--- config.mk ---
export PLATFORM = sky130hd
export DESIGN_NAME = ssd_scan_controller_flat
export DESIGN_NICKNAME = d
export VERILOG_FILES = /design/src/rtl/ssd_scan_controller_if.sv /design/src/rtl/ssd_scan_controller.sv /design/src/flat_wrapper.sv
export SDC_FILE = /design/constraint.sdc
export NUM_CORES = 1
export LEC_CHECK = 0
export ABC_AREA = 0
export ABC_CLOCK_PERIOD_IN_PS = 3800
export CAP_MARGIN = 0
export CORE_ASPECT_RATIO = 1.4
export CORE_MARGIN = 2
export CORE_UTILIZATION = 45
export CTS_CLUSTER_SIZE = 8
export DETAILED_ROUTE_END_ITERATION = 8
export PLACE_DENSITY = 0.63
export SYNTH_ARGS = -nofsm -noshare
export SYNTH_HDL_FRONTEND = slang
export SYNTH_SLANG_ARGS = --single-unit
--- constraint.sdc ---
create_clock -name clk_i -period 3.8 [get_ports clk_i]
set_input_delay 0.38 -clock clk_i [delete_from_list [all_inputs] [get_ports clk_i]]
set_output_delay 0.38 -clock clk_i [all_outputs]
set_load 0.03 [all_outputs]
--- src/rtl/ssd_scan_controller_if.sv ---
`default_nettype none
// ============================================================================
// Module      : ssd_scan_controller_if
// Description : Shadow-register update bus for the seven-segment scan
//               controller. The producer raises upd_req with data and
//               decimal points and holds them until upd_ack pulses.
// Revision    : 1.0 - initial release
// ============================================================================
interface ssd_scan_controller_if #(
    parameter int NUM_DIGITS = 4
) ();
    logic                      upd_req;
    logic [4*NUM_DIGITS-1:0]   upd_data;
    logic [NUM_DIGITS-1:0]     upd_dp;
    logic                      upd_ack;

    modport master (
        output upd_req,
        output upd_data,
        output upd_dp,
        input  upd_ack
    );

    modport slave (
        input  upd_req,
        input  upd_data,
        input  upd_dp,
        output upd_ack
    );
endinterface
`default_nettype wire

--- src/rtl/ssd_scan_controller.sv ---
`default_nettype none
// ============================================================================
// Module      : ssd_scan_controller
// Description : Time-multiplexed seven-segment digit scanner. Each digit is
//               lit for ON_CYCLES then followed by GAP_CYCLES of dead time.
//               New display data is double-buffered in shadow registers and
//               only taken at a frame boundary or while idle, so a frame
//               never mixes old and new data.
//               Optional feature macro: SSD_LEADING_ZERO_BLANK_EN
//               (leading-zero blanking of the upper digits).
// Revision    : 1.0 - initial release
// ============================================================================
module ssd_scan_controller #(
    parameter int NUM_DIGITS = 4,
    parameter int ON_CYCLES  = 50000,
    parameter int GAP_CYCLES = 500
) (
    input  wire logic                  clk_i,
    input  wire logic                  rst_n_i,
    input  wire logic                  enable_i,
    ssd_scan_controller_if.slave       upd,
    output logic [3:0]                 digit_num_o,
    output logic                       digit_dp_o,
    output logic [NUM_DIGITS-1:0]      anode_n_o,
    output logic                       frame_done_o
);

    localparam int CNT_MAX = (ON_CYCLES > GAP_CYCLES) ? ON_CYCLES : GAP_CYCLES;
    localparam int CNT_W   = $clog2(CNT_MAX + 1);
    localparam int IDX_W   = $clog2(NUM_DIGITS);

    localparam logic [CNT_W-1:0] ON_LAST  = CNT_W'(ON_CYCLES - 1);
    localparam logic [CNT_W-1:0] GAP_LAST = CNT_W'(GAP_CYCLES - 1);
    localparam logic [IDX_W-1:0] IDX_LAST = IDX_W'(NUM_DIGITS - 1);

    typedef enum logic [1:0] {
        S_IDLE = 2'd0,
        S_ON   = 2'd1,
        S_GAP  = 2'd2
    } state_t;

    state_t                  state_q, state_d;
    logic [CNT_W-1:0]        cnt_q, cnt_d;
    logic [IDX_W-1:0]        idx_q, idx_d;
    logic [4*NUM_DIGITS-1:0] shadow_num_q, shadow_num_d;
    logic [NUM_DIGITS-1:0]   shadow_dp_q, shadow_dp_d;
    logic                    lock_q, lock_d;
    logic                    ack_q, ack_d;
    logic                    frame_done_q, frame_done_d;
    logic [NUM_DIGITS-1:0]   anode_n_q, anode_n_d;
    logic [3:0]              digit_num_q, digit_num_d;
    logic                    digit_dp_q, digit_dp_d;

    logic                    w_load;
    logic                    w_lit;

    // Scan sequencing: IDLE -> ON(idx) -> GAP -> ON(idx+1) ...; disable aborts to IDLE.
    always_comb begin
        state_d = state_q;
        cnt_d   = cnt_q;
        idx_d   = idx_q;
        case (state_q)
            S_IDLE: begin
                if (enable_i) begin
                    state_d = S_ON;
                    cnt_d   = '0;
                    idx_d   = '0;
                end
            end
            S_ON: begin
                if (!enable_i) begin
                    state_d = S_IDLE;
                    cnt_d   = '0;
                    idx_d   = '0;
                end else if (cnt_q == ON_LAST) begin
                    state_d = S_GAP;
                    cnt_d   = '0;
                end else begin
                    cnt_d   = cnt_q + 1'b1;
                end
            end
            S_GAP: begin
                if (!enable_i) begin
                    state_d = S_IDLE;
                    cnt_d   = '0;
                    idx_d   = '0;
                end else if (cnt_q == GAP_LAST) begin
                    state_d = S_ON;
                    cnt_d   = '0;
                    idx_d   = (idx_q == IDX_LAST) ? '0 : idx_q + 1'b1;
                end else begin
                    cnt_d   = cnt_q + 1'b1;
                end
            end
            default: begin
                state_d = S_IDLE;
                cnt_d   = '0;
                idx_d   = '0;
            end
        endcase
    end

    // Frame-end detection and shadow load; a served request stays locked until upd_req drops.
    always_comb begin
        frame_done_d = (state_d == S_GAP) && (idx_d == IDX_LAST) && (cnt_d == GAP_LAST);
        w_load       = upd.upd_req && !lock_q && ((state_q == S_IDLE) || frame_done_d);
        shadow_num_d = w_load ? upd.upd_data : shadow_num_q;
        shadow_dp_d  = w_load ? upd.upd_dp   : shadow_dp_q;
        lock_d       = w_load || (lock_q && upd.upd_req);
        ack_d        = w_load;
    end

`ifdef SSD_LEADING_ZERO_BLANK_EN
    logic [NUM_DIGITS-1:0] w_blank;
    logic                  w_run;

    // Leading digits that are zero with no decimal point stay dark; digit 0 always lights.
    always_comb begin
        w_blank = '0;
        w_run   = 1'b1;
        for (int i = NUM_DIGITS - 1; i >= 1; i--) begin
            w_run      = w_run && (shadow_num_d[4*i +: 4] == 4'h0) && !shadow_dp_d[i];
            w_blank[i] = w_run;
        end
    end

    assign w_lit = !w_blank[idx_d];
`else
    assign w_lit = 1'b1;
`endif

    // Output values for the upcoming cycle; digit data holds outside ON so the decoder is stable.
    always_comb begin
        anode_n_d   = '1;
        digit_num_d = digit_num_q;
        digit_dp_d  = digit_dp_q;
        if (state_d == S_ON) begin
            digit_num_d = shadow_num_d[{idx_d, 2'b00} +: 4];
            digit_dp_d  = shadow_dp_d[idx_d];
            if (w_lit) begin
                anode_n_d[idx_d] = 1'b0;
            end
        end
    end

    // State and output registers with asynchronous active-low reset.
    always_ff @(posedge clk_i or negedge rst_n_i) begin
        if (!rst_n_i) begin
            state_q      <= S_IDLE;
            cnt_q        <= '0;
            idx_q        <= '0;
            shadow_num_q <= '0;
            shadow_dp_q  <= '0;
            lock_q       <= 1'b0;
            ack_q        <= 1'b0;
            frame_done_q <= 1'b0;
            anode_n_q    <= '1;
            digit_num_q  <= 4'h0;
            digit_dp_q   <= 1'b0;
        end else begin
            state_q      <= state_d;
            cnt_q        <= cnt_d;
            idx_q        <= idx_d;
            shadow_num_q <= shadow_num_d;
            shadow_dp_q  <= shadow_dp_d;
            lock_q       <= lock_d;
            ack_q        <= ack_d;
            frame_done_q <= frame_done_d;
            anode_n_q    <= anode_n_d;
            digit_num_q  <= digit_num_d;
            digit_dp_q   <= digit_dp_d;
        end
    end

    assign upd.upd_ack   = ack_q;
    assign frame_done_o  = frame_done_q;
    assign anode_n_o     = anode_n_q;
    assign digit_num_o   = digit_num_q;
    assign digit_dp_o    = digit_dp_q;

endmodule
`default_nettype wire

--- src/flat_wrapper.sv ---
// flat-port wrapper written by rule: the top's interface ports become plain ports
module ssd_scan_controller_flat 
#(
    parameter int NUM_DIGITS = 4,
    parameter int ON_CYCLES  = 50000,
    parameter int GAP_CYCLES = 500
)
  (clk_i, rst_n_i, enable_i, digit_num_o, digit_dp_o, anode_n_o, frame_done_o, upd_upd_req, upd_upd_data, upd_upd_dp, upd_upd_ack);
  ssd_scan_controller_if #(.NUM_DIGITS(NUM_DIGITS)) upd_i ();
  input  wire logic clk_i;
  input  wire logic rst_n_i;
  input  wire logic enable_i;
  output logic [3:0] digit_num_o;
  output logic digit_dp_o;
  output logic [NUM_DIGITS-1:0] anode_n_o;
  output logic frame_done_o;
  input wire logic [$bits(upd_i.upd_req)-1:0] upd_upd_req;
  input wire logic [$bits(upd_i.upd_data)-1:0] upd_upd_data;
  input wire logic [$bits(upd_i.upd_dp)-1:0] upd_upd_dp;
  output wire logic [$bits(upd_i.upd_ack)-1:0] upd_upd_ack;
  assign upd_i.upd_req = upd_upd_req;
  assign upd_i.upd_data = upd_upd_data;
  assign upd_i.upd_dp = upd_upd_dp;
  assign upd_upd_ack = upd_i.upd_ack;
  ssd_scan_controller #(.NUM_DIGITS(NUM_DIGITS), .ON_CYCLES(ON_CYCLES), .GAP_CYCLES(GAP_CYCLES)) u_core (.clk_i(clk_i), .rst_n_i(rst_n_i), .enable_i(enable_i), .upd(upd_i), .digit_num_o(digit_num_o), .digit_dp_o(digit_dp_o), .anode_n_o(anode_n_o), .frame_done_o(frame_done_o));
endmodule
==> run_results.csv, run 1 <==
group,metric,value,unit
synthesis,ys_types,59,
die,die_w,70.8,µm
clocking,numCtsBuffers,5,
synthesis,yosysTopAreaCell,"dfrtp_1",
detailed_routing,viasPerCell,5.93,
layout,n_fill_cell,573,
placed_design,io_buffers,34,
die,die_area,6900,µm²
die,start_util,45.9,%
synthesis,synth_top_cell_area_share,42.7,%
synthesis,synthArstFlopShare,100,%
clocking,cts.htree.levels,2,
global_routing,track_usage,21.1,%
clocking,numClockSinks,52,
detailed_routing,wire_per_inst,18.0,µm
placed_design,place_area,3260,µm²
layout,syn2layout_area_growth,19.0,%
global_routing,grt_pass1_vias,2407,
detailed_routing,wl,6870,µm
detailed_routing,vias,2261,
power,swShare,30.3,%
global_routing,grt_overflow,0,
power,seqPwrFrac,51.5,%
sta,finalCritPeriodShare,93.6,%
layout,regArea,1310,µm²
status,status,"finished clean",
layout,mostFrequentLayoutCell,"dfrtp_1",
power,p_clk_share,23.9,%
placed_design,place_inst,373,
sta,final.min_clock_period,3.56,ns
setup_path,cp_max_fo,24,
die,core_area,6130,µm²
detailed_routing,drt_first_pass_iters,4,
setup_path,start_kind,"flip-flop",
clocking,cts_setup_buffers,0,
synthesis,synth_edf_count,0,
sta,finClkSkew,0.0118,ns
synthesis,ys.flop_type,"dfrtp_1",
sta,slew_headroom,46.7,%
sta,hold_viol_final,0,
detailed_routing,drc_errors,0,
clocking,ctsHoldBuffers,0,
setup_path,worstSetupEndpointType,"flip-flop",
setup_path,crit_required,4.00,ns
placed_design,place_congestion,0.847,
power,power_switching,0.410,mW
clocking,cts_max_path_buffers,2,
global_routing,antenna_found_initial,0,
setup_path,path_class,"flip-flop to flip-flop",
die,die_y,97.5,µm
sta,rsz0062_at_grt,"false",
clocking,cts-root-buf,"clkbuf_8",
power,p_leak,1.36,nW
clocking,tritoncts,"yes",
power,p_per_area,405,nW/µm²
synthesis,synth_nets,297,
clocking,path_clk_slew,0.10,ns
sta,final_max_slew_viol_count,0,
synthesis,synth-seq-area-share,46.5,%
layout,layout_common_cells,"48 x dfrtp_1, 33 x clkdlybuf4s50_1, 29 x mux2_2",
sta,setup_violations,0,
die,pin_count,35,
power,combPwrFrac,24.6,%
die,fp-row-count,34,
flow_run,drv_cap,0,
layout,antenna_cells,0,
setup_path,crit_arrival,3.75,ns
layout,layout-drive-gt1-share,19.4,%
synthesis,synth_warnings,0,
layout,finalInstanceArea,3350,µm²
synthesis,synth_seq_cells,52,
layout,multi_input_area,1400,µm²
synthesis,syn-cell-area,2810,µm²
placed_design,dp_hpwl,5160,µm
power,p_int,0.945,mW
layout,nets,334,
synthesis,avgSynthCellArea,10.4,µm²
global_routing,grt_max_degree,29,
worst_hold_path,min_path_type,"input port to async pin",
clocking,cts_resized,0,
detailed_routing,drt_iter0_markers,190,
clocking,insertion_delay,0.31,ns
sta,tns,0,ns
layout,finalNonFillerCells,381,
synthesis,ys_top_cells_by_area,"dfrtp_1 43%, mux2_2 12%, dfstp_2 3.7%",
sta,tightestPinTransition,0.799,ns
global_routing,grt_pass1_wl,11500,µm
synthesis,synthCells,271,
sta,fmax,281,MHz
detailed_routing,drtAntennaViolNets,0,
power,ir_worst_vdd,0.308,mV
-- state kept, by name, indices dropped and copies added (netlist names) --
register	cells
u_core.anode_n_o	4
u_core.cnt_q	16
u_core.digit_dp_o	1
u_core.digit_num_o	4
u_core.frame_done_o	1
u_core.idx_q	2
u_core.lock_q	1
u_core.shadow_dp_q	4
u_core.shadow_num_q	16
u_core.state_q	2
u_core.upd.upd_ack	1
-- power by group through the flow --
stage	clock, mW	sequential [mW]	combinational, mW
after CTS	0.335	0.699	0.338
after floorplan	0	0.732	0.173
after global placement	0	0.707	0.331
final	0.324	0.698	0.333
after detailed placement	0	0.710	0.337
after global routing	0.361	0.708	0.365
-- synth_stat cells, types with 3 or more instances --
cell type / number
nand4_1: 5
mux2_2: 29
a21oi_1: 13
o2bb2ai_1: 4
inv_1: 7
and3_1: 3
nand2_1: 23
dfrtp_1: 48
dfstp_2: 4
nand3_1: 11
nor2_1: 13
and2_1: 3
o21ai_0: 12
nor4_1: 3
o31ai_1: 5
xor2_1: 5
clkbuf_1: 13
mux2i_1: 3
or3_1: 4
nor3_1: 5
a221oi_1: 6
-- final timing paths --
check                                                start  cells after the start                           endpoint  slack (ns)
max                              u_core.cnt_q[9]$_DFF_PN0_                     10  u_core.digit_num_o[0]$_DFFE_PN0N_        0.24
min                                                rst_n_i                      1          u_core.cnt_q[7]$_DFF_PN0_        0.08
max reg2reg                      u_core.cnt_q[9]$_DFF_PN0_                     10  u_core.digit_num_o[0]$_DFFE_PN0N_        0.24
min reg2reg                u_core.shadow_dp_q[0]$_DFF_PN0_                      2    u_core.shadow_dp_q[0]$_DFF_PN0_        0.49
max in group asynchronous                          rst_n_i                      2      u_core.anode_n_o[1]$_DFF_PN1_        2.89
min in group clk_i         u_core.shadow_dp_q[0]$_DFF_PN0_                      2    u_core.shadow_dp_q[0]$_DFF_PN0_        0.49
-- cell families (layout without fill, tap and decap cells) --
logic type	after synthesis	in the layout	share of synthesized area, %
simple gates	89	89	16.9
mux	32	32	12.7
buf+inv	23	61	3.87
flops	52	52	46.5
fa+ha+maj	2	2	0.890
compound gates	66	66	17.0
xor+xnor	7	7	2.18
-- through the flow --
stage | hold slack (ns) | power [mW] | util [%] | setup slack, ns
final | 0.0771 | 1.35 | 54.6 | 0.245
after global routing | 0.118 | 1.43 | 54.6 | 0.0136
after CTS | 0.0928 | 1.37 | 54.6 | 0.260
after detailed placement | 0.428 | 1.05 | 53.2 | 0.289
after global placement | 0.431 | 1.04 | 53.2 | 0.301
after floorplan | 0.0844 | 0.905 | - | 0.562
-- metal layers --
| metal | part of all wire, % | vias to the layer above | routed length (µm) | global-route usage, % |
|---|---|---|---|---|
| met5 | 0 | - | 0 | 0 |
| met4 | 2.3 | 0 | 160 | 9.14 |
| met3 | 2.8 | 13 | 194 | 3.01 |
| met2 | 55 | 57 | 3770 | 38.0 |
| met1 | 40 | 1105 | 2740 | 24.5 |
| li1 | - | 1086 | - | - |
-- final cells by class --
| class | instances | area share [%] |
|---|---|---|
| Clock buffer | 6 | 2.17 |
| Clock inverter | 2 | 0.486 |
| Inverter | 7 | 0.785 |
| Multi-Input combinational cell | 196 | 41.7 |
| Sequential cell | 52 | 39.0 |
| Tap cell | 72 | 2.69 |
| Timing Repair Buffer | 46 | 13.1 |
-- critical path, stage by stage (launching register included) --
cell and delay (ns):
dfrtp_1 0.45, or4_1 0.52, or3_1 0.42, o21a_1 0.28, nor2_2 0.36, a2bb2oi_1 0.32
nand4b_1 0.20, o32ai_4 0.16, buf_12 0.22, mux2_2 0.38, o2bb2ai_1 0.14
(Power assumes the default switching activity.)
==> run 2, diff against run 1 <==
==> constraint.sdc (replaced) <==
create_clock -name clk_i -period 3.8 [get_ports clk_i]
set_input_delay 0.38 -clock clk_i [delete_from_list [all_inputs] [get_ports clk_i]]
set_output_delay 0.38 -clock clk_i [all_outputs]
set_load 0.02 [all_outputs]
==> results of run 2 <==
The final DEF is identical to that of run 1. Status: finished clean.
Among the figures that moved: total power 1.35 mW -> 1.34 mW; worst IR drop on VDD 0.308 mV -> 0.294 mV
==> run 3, diff against run 2 <==
--- a/config.mk
+++ b/config.mk
@@ -13,7 +13,9 @@
 export CORE_UTILIZATION = 45
 export CTS_CLUSTER_SIZE = 8
 export DETAILED_ROUTE_END_ITERATION = 8
+export GPL_ROUTABILITY_DRIVEN = 0
 export PLACE_DENSITY = 0.63
+export REMOVE_ABC_BUFFERS = 1
 export SYNTH_ARGS = -nofsm -noshare
 export SYNTH_HDL_FRONTEND = slang
 export SYNTH_SLANG_ARGS = --single-unit
==> run 3 against run 2 <==
Against the previous run:
- via count is the same
- total power is 5.1% higher
- first-iteration DRC count decreased by 22%
- sequential power about the same
- highest routed layer unchanged
==> run_results.csv, run 3 (synthesis gave the netlist of run 1 again) <==
group,metric,value,unit
detailed_routing,wl,6880,µm
clocking,cts.htree.levels,2,
sta,fmax,280,MHz
setup_path,timing.critical_path.slowest_stage_cell,"or4_1",
status,status,"finished clean",
worst_hold_path,min_path_type,"input port to async pin",
global_routing,grt_pass1_vias,2366,
detailed_routing,drt_iter0_markers,148,
sta,final.min_clock_period,3.57,ns
setup_path,path_class,"flip-flop to flip-flop",
clocking,cts_setup_buffers,0,
layout,mostFrequentLayoutCell,"dfrtp_1",
setup_path,path_cells,"or4_1 -> nor4_1 -> a21oi_1 -> nor2_2 -> a2bb2oi_1 -> nand4b_1 -> o32ai_4 -> buf_12 -> mux2_2 -> o2bb2ai_1",
setup_path,cp_max_fo,11,
layout,layout-drive-gt1-share,21.0,%
layout,regArea,1310,µm²
clocking,numCtsBuffers,5,
clocking,tritoncts,"yes",
power,p_per_area,411,nW/µm²
die,die_y,97.5,µm
die,fp-row-count,34,
setup_path,path_depth,10,
clocking,numClockSinks,52,
layout,antenna_cells,0,
placed_design,io_buffers,34,
sta,slew_headroom,34.9,%
global_routing,grt_max_degree,37,
global_routing,track_usage,21.0,%
setup_path,crit_required,4.00,ns
detailed_routing,drtAntennaViolNets,0,
layout,n_fill_cell,580,
layout,layout_common_cells,"48 x dfrtp_1, 33 x clkdlybuf4s50_1, 29 x mux2_2",
detailed_routing,drt_first_pass_iters,6,
flow_run,drv_cap,0,
global_routing,grt_pass1_wl,11500,µm
detailed_routing,viasPerCell,5.84,
layout,nets,340,
setup_path,rr_worst_depth,10,
sta,tightestPinTransition,0.976,ns
setup_path,slowest_delay,0.57,ns
die,pin_count,35,
clocking,cts_max_path_buffers,2,
detailed_routing,wire_per_inst,17.8,µm
clocking,cts-root-buf,"clkbuf_8",
placed_design,dp_hpwl,5190,µm
clocking,ctsHoldBuffers,0,
power,p_leak,1.40,nW
sta,tns,0,ns
clocking,insertion_delay,0.30,ns
setup_path,start_kind,"flip-flop",
setup_path,crit_arrival,3.76,ns
die,start_util,45.9,%
sta,rsz0062_at_grt,"false",
die,core_area,6130,µm²
global_routing,grt_overflow,0,
sta,finalCritPeriodShare,93.9,%
clocking,cts_resized,0,
sta,final_max_slew_viol_count,0,
power,ir_worst_vdd,0.240,mV
layout,syn2layout_area_growth,21.7,%
clocking,path_clk_slew,0.10,ns
layout,top_regs,"u_core.cnt_q: 16 flops, u_core.shadow_num_q: 16 flops",
die,die_w,70.8,µm
setup_path,worstSetupEndpointType,"flip-flop",
sta,finClkSkew,0.00637,ns
sta,setup_violations,0,
setup_path,crit_family,"simple AND/OR/NAND/NOR gates",
sta,timing.hold.ws,0.00133,ns
sta,hold_viol_final,0,
global_routing,antenna_found_initial,0,
detailed_routing,drc_errors,0,
setup_path,worst-path-buf-inv,1,
die,die_area,6900,µm²
layout,multi_input_area,1400,µm²
detailed_routing,vias,2261,
==> run 3: cell types whose count changed in the layout (fill, tap and decap cells not counted) <==
| cell | delta |
|---|---|
| inv_6 | -1 |
| a21boi_0 | +1 |
| bufinv_16 | +1 |
| buf_12 | +1 |
| clkinvlp_4 | -1 |
| buf_4 | +5 |
| clkinv_2 | +1 |
| a21boi_1 | -1 |
==> run 3: stage by stage <==
| stage | setup slack, ns | util [%] | total power, mW | area, µm² | std cells |
|---|---|---|---|---|---|
| after floorplan | 0.268 | - | 0.881 | 2730 | 255 |
| after global placement | 0.220 | 53.8 | 1.02 | 3290 | 378 |
| after detailed placement | 0.178 | 53.8 | 1.03 | 3290 | 378 |
| after CTS | 0.147 | 55.5 | 1.41 | 3400 | 386 |
| after global routing | 0.0697 | 55.9 | 1.47 | 3420 | 387 |
| final | 0.233 | 55.9 | 1.41 | 3420 | 387 |
==> run 3: final cells by class <==
| cell class | instances | area share (%) |
|---|---|---|
| clock buffer | 6 | 2.12 |
| inverter | 7 | 0.768 |
| multi-input combinational | 196 | 40.8 |
| timing repair buffer | 52 | 14.5 |
| sequential | 52 | 38.2 |
| tap | 72 | 2.63 |
| clock inverter | 2 | 1.02 |
==> run 3: final timing paths <==
kind / to / slack [ns] / startpoint
max: u_core.digit_num_o[2]$_DFFE_PN0N_ / 0.23 / u_core.cnt_q[10]$_DFF_PN0_
min: u_core.cnt_q[11]$_DFF_PN0_ / 0.001 / rst_n_i
max reg2reg: u_core.digit_num_o[2]$_DFFE_PN0N_ / 0.23 / u_core.cnt_q[10]$_DFF_PN0_
min reg2reg: u_core.shadow_num_q[3]$_DFF_PN0_ / 0.50 / u_core.shadow_num_q[3]$_DFF_PN0_
max in group asynchronous: u_core.anode_n_o[1]$_DFF_PN1_ / 2.98 / rst_n_i
min in group clk_i: u_core.shadow_num_q[3]$_DFF_PN0_ / 0.50 / u_core.shadow_num_q[3]$_DFF_PN0_
==> run 3: worst register-to-register path, delay by kind of cell (launching register included) <==
family | cells | cell delay (ns)
muxes | 1 | 0.37
DFF | 1 | 0.46
buffers and inverters | 1 | 0.18
AOI/OAI and AO/OA | 4 | 0.88
and+or+nand+nor | 4 | 1.56
==> run 3: metal layers <==
| layer | vias to the layer above | part of all wire [%] | global-route usage, % |
|---|---|---|---|
| li1 | 1097 | - | - |
| met1 | 1094 | 40 | 24.3 |
| met2 | 50 | 53 | 37.5 |
| met3 | 20 | 2.8 | 3.11 |
| met4 | 0 | 3.9 | 9.29 |
| met5 | - | 0 | 0 |
==> run 3: power by group <==
| part | internal (mW) | switching, mW | leakage, nW |
|---|---|---|---|
| registers | 0.644 | 0.0521 | 0.649 |
| clock network | 0.196 | 0.186 | 0.0552 |
| logic | 0.175 | 0.152 | 0.700 |
| total | 1.02 | 0.390 | 1.40 |
